<file path="config.mk">
export PLATFORM = sky130hd
export DESIGN_NAME = keypad_operand_entry
export DESIGN_NICKNAME = d
export VERILOG_FILES = /design/src/rtl/keypad_operand_entry.sv
export SDC_FILE = /design/constraint.sdc
export NUM_CORES = 1
export LEC_CHECK = 0
export ABC_AREA = 1
export CAP_MARGIN = 30
export CORE_ASPECT_RATIO = 1.4
export CORE_MARGIN = 3
export CORE_UTILIZATION = 40
export CTS_BUF_LIST = sky130_fd_sc_hd__clkbuf_16
export DETAILED_ROUTE_END_ITERATION = 12
export SETUP_SLACK_MARGIN = 0.5
export SYNTH_ARGS = -nofsm -noshare
export SYNTH_HDL_FRONTEND = slang
export SYNTH_SLANG_ARGS = --single-unit
</file>
<file path="constraint.sdc">
create_clock -name clock -period 3.7 [get_ports clock]
set_input_delay 0.37 -clock clock [delete_from_list [all_inputs] [get_ports clock]]
set_output_delay 0.37 -clock clock [all_outputs]
set_load 0.02 [all_outputs]
</file>
<file path="src/rtl/keypad_operand_entry.sv">
// Keypad operand entry: turns debounced key presses into two decimal operands,
// an operator and a request/done handshake with the arithmetic unit.
module keypad_operand_entry #(
    parameter int WIDTH      = 16,
    parameter int MAX_DIGITS = 4
) (
    input  logic             clock,
    input  logic             reset,
    input  logic             validPress,
    input  logic [4:0]       button,
    output logic             calc_req,
    output logic [WIDTH-1:0] operand_a,
    output logic [WIDTH-1:0] operand_b,
    output logic [1:0]       op_sel,
    input  logic             calc_done,
    input  logic [WIDTH-1:0] calc_result,
    output logic [WIDTH-1:0] display_value,
    output logic [1:0]       entry_state
);

    localparam int CW = $clog2(MAX_DIGITS + 1);

    typedef enum logic [1:0] {
        ENTER_A     = 2'd0,
        ENTER_B     = 2'd1,
        WAIT_CALC   = 2'd2,
        SHOW_RESULT = 2'd3
    } state_t;

    state_t           state_q, state_d;
    logic [WIDTH-1:0] a_q, a_d, b_q, b_d, disp_q, disp_d;
    logic [1:0]       op_q, op_d;
    logic [CW-1:0]    count_q, count_d;
    logic             req_q, req_d;
    logic             b_typed_q, b_typed_d;
    logic             press_q;

    logic             press_evt, key_digit, key_op, key_clear, key_equals;
    logic [3:0]       digit;
    logic [4:0]       op_wide;
    logic [1:0]       op_code;
    logic [WIDTH-1:0] cur, acc;
    logic [WIDTH+3:0] acc_wide;
    logic             can_add;
    logic [CW-1:0]    count_inc;

    // One event per press: only the rising edge of validPress counts.
    assign press_evt  = validPress && !press_q;
    assign key_digit  = (button <= 5'd9);
    assign key_op     = (button >= 5'd10) && (button <= 5'd12);
    assign key_clear  = (button == 5'd13);
    assign key_equals = (button == 5'd14);
    assign digit      = button[3:0];
    assign op_wide    = button - 5'd10;
    assign op_code    = op_wide[1:0];

    // Widened by 4 bits so cur*10+d never wraps before truncation.
    assign cur       = (state_q == ENTER_B) ? b_q : a_q;
    assign acc_wide  = ({4'b0000, cur} * (WIDTH+4)'(10)) + (WIDTH+4)'(digit);
    assign acc       = acc_wide[WIDTH-1:0];
    assign can_add   = (count_q < CW'(MAX_DIGITS));
    assign count_inc = ((cur == '0) && (digit == 4'd0)) ? count_q : count_q + CW'(1);

    // NOTE: every next-state variable is defaulted to its current value first,
    // so no path through the case statement can leave one unassigned (latch).
    always_comb begin
        state_d   = state_q;
        a_d       = a_q;
        b_d       = b_q;
        op_d      = op_q;
        disp_d    = disp_q;
        count_d   = count_q;
        req_d     = req_q;
        b_typed_d = b_typed_q;

        if (press_evt && key_clear) begin
            state_d   = ENTER_A;
            a_d       = '0;
            b_d       = '0;
            op_d      = 2'd0;
            disp_d    = '0;
            count_d   = '0;
            req_d     = 1'b0;
            b_typed_d = 1'b0;
        end else begin
            unique case (state_q)
                ENTER_A, ENTER_B: begin
                    if (press_evt && key_digit) begin
                        b_typed_d = 1'b1;
                        if (can_add) begin
                            if (state_q == ENTER_B) b_d = acc;
                            else                    a_d = acc;
                            count_d = count_inc;
                            disp_d  = acc;
                        end
                    end else if (press_evt && key_op) begin
                        if (state_q == ENTER_A) begin
                            op_d      = op_code;
                            state_d   = ENTER_B;
                            b_d       = '0;
                            count_d   = '0;
                            b_typed_d = 1'b0;
                        end else if (!b_typed_q) begin
                            op_d = op_code;
                        end
                    end else if (press_evt && key_equals && state_q == ENTER_B && b_typed_q) begin
                        state_d = WAIT_CALC;
                        req_d   = 1'b1;
                    end
                end
                WAIT_CALC: begin
                    if (calc_done) begin
                        req_d   = 1'b0;
                        disp_d  = calc_result;
                        a_d     = calc_result;
                        state_d = SHOW_RESULT;
                    end
                end
                SHOW_RESULT: begin
                    if (press_evt && key_digit) begin
                        a_d       = WIDTH'(digit);
                        count_d   = (digit != 4'd0) ? CW'(1) : '0;
                        disp_d    = WIDTH'(digit);
                        state_d   = ENTER_A;
                        b_typed_d = 1'b0;
                    end else if (press_evt && key_op) begin
                        op_d      = op_code;
                        state_d   = ENTER_B;
                        b_d       = '0;
                        count_d   = '0;
                        b_typed_d = 1'b0;
                    end
                end
                default: state_d = ENTER_A;
            endcase
        end
    end

    // NOTE: state registers use non-blocking assignments so every flop samples
    // the pre-edge values regardless of statement order.
    always_ff @(posedge clock or posedge reset) begin
        if (reset) begin
            state_q   <= ENTER_A;
            a_q       <= '0;
            b_q       <= '0;
            op_q      <= 2'd0;
            disp_q    <= '0;
            count_q   <= '0;
            req_q     <= 1'b0;
            b_typed_q <= 1'b0;
            press_q   <= 1'b0;
        end else begin
            state_q   <= state_d;
            a_q       <= a_d;
            b_q       <= b_d;
            op_q      <= op_d;
            disp_q    <= disp_d;
            count_q   <= count_d;
            req_q     <= req_d;
            b_typed_q <= b_typed_d;
            press_q   <= validPress;
        end
    end

    assign calc_req      = req_q;
    assign operand_a     = a_q;
    assign operand_b     = b_q;
    assign op_sel        = op_q;
    assign display_value = disp_q;
    assign entry_state   = state_q;

endmodule

</file>
==> results.yml <==
run_status:
  status: "completed"
clocking:
  path_clk_slew_ns: 0.05
  numCtsBuffers: 9
  cts_max_path_buffers: 2
  clock_latency_ns: 0.33
  ctsHoldBuffers: 0
  clock-sinks: 58
  root_buffer: "clkbuf_16"
  cts_tree: "yes"
  htreeDepth: 3
timing:
  fmax_mhz: 311
  worst_slew_pin_slew_ns: 0.770
  hold_violations: 0
  tns_ns: 0
  max-slew-margin-rel_pct: 48.6
  clock_skew_ns: 0.00326
  grt_setup_unrepaired: "true"
  setup_slack_ns: 0.482
  setup_violations: 0
  slew_viol_final: 0
  fin_crit_sh_pct: 87.0
  finalCriticalPeriod_ns: 3.22
placed_design:
  place_congestion: 0.914
  io_buffers: 77
  dp_hpwl_mm: 11.2
  pre_cts_ws_ns: 0.132
synthesis:
  yosys.area.top_type: "dfrtp_1"
  synth_flop_cell: "dfrtp_1"
  ys_warn_count: 0
  synthTopCellsByArea: "dfrtp_1, nand2_1, inv_1, nand3_1, ha_1"
  ys_ff_latch: 58
  seq_area_frac_synth_pct: 33.2
  synth_enable_flop_cells: 0
  syn_area_um2: 4370
  synth_nets: 662
  syn-mean-instance-area_um2: 7.10
  synthDominantCellAreaShare_pct: 33.2
  ys_async_sr_fraction_pct: 100
  synthCells: 616
  synth_cell_types: 48
worst_setup_path:
  startpoint_type: "register"
  timing.rr.start: "entry_state[1]"
  critPathMaxFanout: 7
  path_class: "reg2reg"
  rr_endpoint: "display_value[10]"
  cp.required_ns: 3.92
  ff2ff_path_depth: 19
  rrSetupSlack_ns: 0.48
  cp.arrival_ns: 3.44
  end_kind: "register"
global_route:
  groute.layer.met3.usage_pct: 5.25
  grt_util_all_layers_pct: 24.8
  antenna_found_initial: 0
  grt_pass1_wl_mm: 23.1
  use_met2_pct: 42.9
  grt_use_met1_pct: 29.9
  top_usage_layer: "met2"
  grt_max_degree: 59
  grt_pass1_vias: 4373
  grt.overflow.total: 0
layout:
  layout_commonest_cell: "nand2_1"
  final_cell_mix: "nand2_1, clkdlybuf4s50_1, inv_1"
  layout-drive-gt1-share_pct: 21.4
  nets: 764
  diodes: 0
  fillers: 1019
  syn2layout_area_growth_pct: 37.5
hold_path:
  hold_path_class: "reg2reg"
  whs_path_depth: 2
  hold_start: "display_value[15]"
  hold_path_end: "display_value[15]"
floorplanning:
  fp.dieArea_um2: 12200
  start_util_pct: 41.6
  die_width_um: 94.4
  io-pin-count: 78
  coreArea_um2: 10500
  die-height_um: 130
  rows: 44
route:
  post_drt_wl_per_cell_um: 17.0
  drtIter0Drc: 230
  drc: 0
  via_per_inst: 5.16
  ant_nets: 0
  firstDrtPassIters: 5
  vias: 4447
  routed_wl_mm: 14.6
job:
  drv_cap: 0
-- through the flow --
stage	hold slack (ns)	utilization, %	cell area [um2]	cells
after floorplan	0.401	-	4410	616
after global placement	0.465	50.8	5350	830
after detailed placement	0.465	50.8	5350	830
after CTS	0.485	54.4	5720	852
after global routing	0.498	57.2	6010	861
final	0.482	57.2	6010	861
-- critical path, stage by stage, from the launching register on --
cell	delay (ns)
dfrtp_2	0.42
clkinv_4	0.09
nand2_8	0.09
o21a_4	0.25
inv_4	0.06
ha_4	0.19
ha_4	0.17
fa_2	0.57
nand2_2	0.06
nor2_2	0.09
nand2_1	0.08
nand2_1	0.08
nand2_2	0.07
nor2_4	0.18
buf_12	0.13
buf_6	0.09
nand2_4	0.04
o21ai_4	0.16
o21ai_2	0.11
a21o_1	0.16
-- metal layers --
| layer | part of all wire (%) | wire length [um] |
|---|---|---|
| met4 | 2.7 | 396 |
| met1 | 41 | 5940 |
| met2 | 51 | 7500 |
| met3 | 5.2 | 761 |
| met5 | 0 | 0 |
-- synthesized netlist by cell type (2+ instances only) --
library cell and count:
inv_1 72, nor2_1 46, o21ai_1 15, nor3_1 5, nand2_1 203, o22ai_2 6, o221ai_1 2, o22ai_1 6
xnor2_1 4, nand2_4 2, o21ai_0 23, clkbuf_1 2, buf_6 5, fa_1 2, nor2_2 7, a21oi_1 9
nor3_2 2, buf_2 3, dfrtp_1 58, a211oi_1 2, xor2_1 9, nand2_2 9, nor2_4 2, o21ai_2 9
nor2_8 2, nor4_1 3, o2bb2ai_1 2, ha_1 19, nand3_1 53, inv_2 11, nand4_1 4, nand3_4 2
o21bai_1 2
-- final cells by class --
class | count | area, um2 | share of cell area (%)
multi-input combinational | 464 | 2830 | 47.1
sequential | 58 | 1450 | 24.2
timing repair buffer | 101 | 971 | 16.2
inverter | 84 | 330 | 5.50
clock buffer | 9 | 225 | 3.75
tap | 138 | 173 | 2.87
clock inverter | 7 | 28.8 | 0.479
-- repair_timing --
action | in CTS | in global routing
setup buffers | 6 | 8
pin swaps | 5 | 19
endpoints found under the setup margin | 26 | 24
cloned | 0 | 1
endpoints found under the hold margin | 0 | 0
gates resized for setup | 20 | 56
-- how the worst max path moves through the flow --
stage / start / end / slack, ns / cells past startpoint
after floorplan: entry_state[1] / display_value[14] / 0.43 / 22
after global placement: entry_state[1] / display_value[9] / 0.08 / 17
after detailed placement: entry_state[1] / display_value[9] / 0.13 / 17
after CTS: entry_state[0] / display_value[15] / 0.49 / 22
after global routing: entry_state[1] / operand_a[14] / 0.33 / 21
final: entry_state[1] / display_value[10] / 0.48 / 19
-- cells by family (layout without fill, tap and decap cells) --
| family | count (synthesis) | after routing | synth area share [%] |
|---|---|---|---|
| flip-flops | 58 | 58 | 33.2 |
| adder cells (fa/ha/maj) | 21 | 21 | 6.35 |
| AND/OR/NAND/NOR | 344 | 345 | 35.3 |
| multiplexers | 2 | 2 | 0.572 |
| AO/OA/AOI/OAI | 83 | 83 | 12.6 |
| XOR/XNOR | 13 | 13 | 2.60 |
| buffers and inverters | 95 | 201 | 9.30 |
-- sequential cells by signal, summed over array words and instances, names as in the netlist --
signal,cells
display_value,16
operand_a,16
operand_b,16
count_q,3
entry_state,2
op_sel,2
b_typed_q,1
calc_req,1
press_q,1
Power is left out: the tool's default activity adds up to more than one toggle a clock period on the data nets, which glitch-free logic cannot reach.
==> variant, RTL diff (same flow settings) <==
`MAX_DIGITS`: 4 -> 8.
--- a/src/rtl/keypad_operand_entry.sv
+++ b/src/rtl/keypad_operand_entry.sv
@@ -2,7 +2,7 @@
 // an operator and a request/done handshake with the arithmetic unit.
 module keypad_operand_entry #(
     parameter int WIDTH      = 16,
-    parameter int MAX_DIGITS = 4
+    parameter int MAX_DIGITS = 8
 ) (
     input  logic             clock,
     input  logic             reset,
Function: no difference found for any inputs over 4 cycles, from zero or initial values and one cycle with reset high; that may be too few to reach the edited logic, so the function may still have changed.
==> variant against the unedited design <==
Worst setup slack improved by 0.075 ns; sequential cell count up 1; area after synthesis shrank 3.1%; die area fell by 2.9%; routed wire length grew 0.16%; final area shrank 0.56%; critical endpoint unchanged.
==> variant: results (changes against the unedited design) <==
numPlacedInstances: 847  # was 830
hold_path_class: "input pin to async pin"  # was flop to flop
worstRegToRegCells: 15  # was 19
synth_area_leaders: "dfrtp_1 35%, nand2_1 18%, inv_1 8.4%"  # was dfrtp_1 33%, nand2_1 17%, inv_1 6.2%
fin_crit_sh: 0.850  # was 0.870
grt_max_degree: 24  # was 59
final_nets: 780  # was 764
met1_length_um: 6020  # was 5940 um
ys_top_cells_by_count: "206 x nand2_1, 95 x inv_1, 59 x dfrtp_1"  # was 203 x nand2_1, 72 x inv_1, 58 x dfrtp_1
vias_per_cell: 5.27  # was 5.16
buf_share: 0.165  # was 0.162
hold_ws_ns: 0.366  # was 0.482 ns
grt_util_met3: 0.0452  # was 0.0525
design_area_um2: 5980  # was 6010 um^2
tightest_slew_ns: 0.759  # was 0.770 ns
avgSynthCellArea_um2: 6.74  # was 7.10 um^2
dr_wl_met2_um: 7280  # was 7500 um
yosysUniqueCellTypes: 38  # was 48
grt_pass1_vias: 4463  # was 4373
num-fill-cells: 993  # was 1019
gp_congestion: 0.962  # was 0.914
drt-total-wl_um: 14600  # about the same
dpl_worst_slack_ns: 0.143  # was 0.132 ns
critPathArrivalTime_ns: 3.36  # was 3.44 ns
final_cells: 874  # was 861
grt_use_total: 0.247  # was 0.248
synth-seq-area-share: 0.348  # was 0.332
placed_area_um2: 5270  # was 5350 um^2
cts_sinks: 59  # was 58
synth.area.mux_share: 0  # was 0.00572
synth-xor-area-share: 0.0227  # was 0.0260
syn_nets: 675  # was 662
use_met2: 0.421  # was 0.429
synth_compound_area_frac: 0.115  # was 0.126
met1_usage: 0.305  # was 0.299
drt_iter0_drc: 261  # was 230
drive_gt1_frac: 0.189  # was 0.214
synthAdderAreaFrac: 0.0655  # was 0.0635
fin_util: 0.591  # was 0.572
wl_met3_um: 741  # was 761 um
multi_input_gates: 456  # was 464
signal_buffers: 104  # was 101
finalClockSkew_ns: 0.00736  # was 0.00326 ns
multi_input_area_um2: 2690  # was 2830 um^2
hpwl_um: 11300  # was 11200 um
outcome: "finished clean"  # unchanged
## variant: cell types whose count changed after synthesis, moves of 4 or more
| cell | delta |
|---|---|
| buf_6 | -4 |
| o21ai_0 | +7 |
| nor2_1 | +11 |
| nand3_1 | -8 |
| nand4_1 | +7 |
| inv_1 | +23 |
| o31ai_1 | +4 |
| nor2_2 | -4 |
| nand2_2 | -7 |
| o22ai_1 | +6 |
| o21ai_2 | -9 |
| o22ai_2 | -6 |
## variant: power by group through the flow
| stage | clock network (W) | logic (W) | registers (W) |
|---|---|---|---|
| after floorplan | 0 | 0.00247 | 0.00133 |
| after global placement | 0 | 0.00417 | 0.00110 |
| after detailed placement | 0 | 0.00417 | 0.00110 |
| after CTS | 0.000750 | 0.00441 | 0.00110 |
| after global routing | 0.000778 | 0.00541 | 0.00114 |
| final | 0.000742 | 0.00495 | 0.00112 |
## variant: timing repair
item | in CTS | in global routing
buffers inserted | 2 | 8
gates cloned | 0 | 1
gates resized for setup | 24 | 76
setup endpoints to repair | 23 | 23
pin swaps | 5 | 24
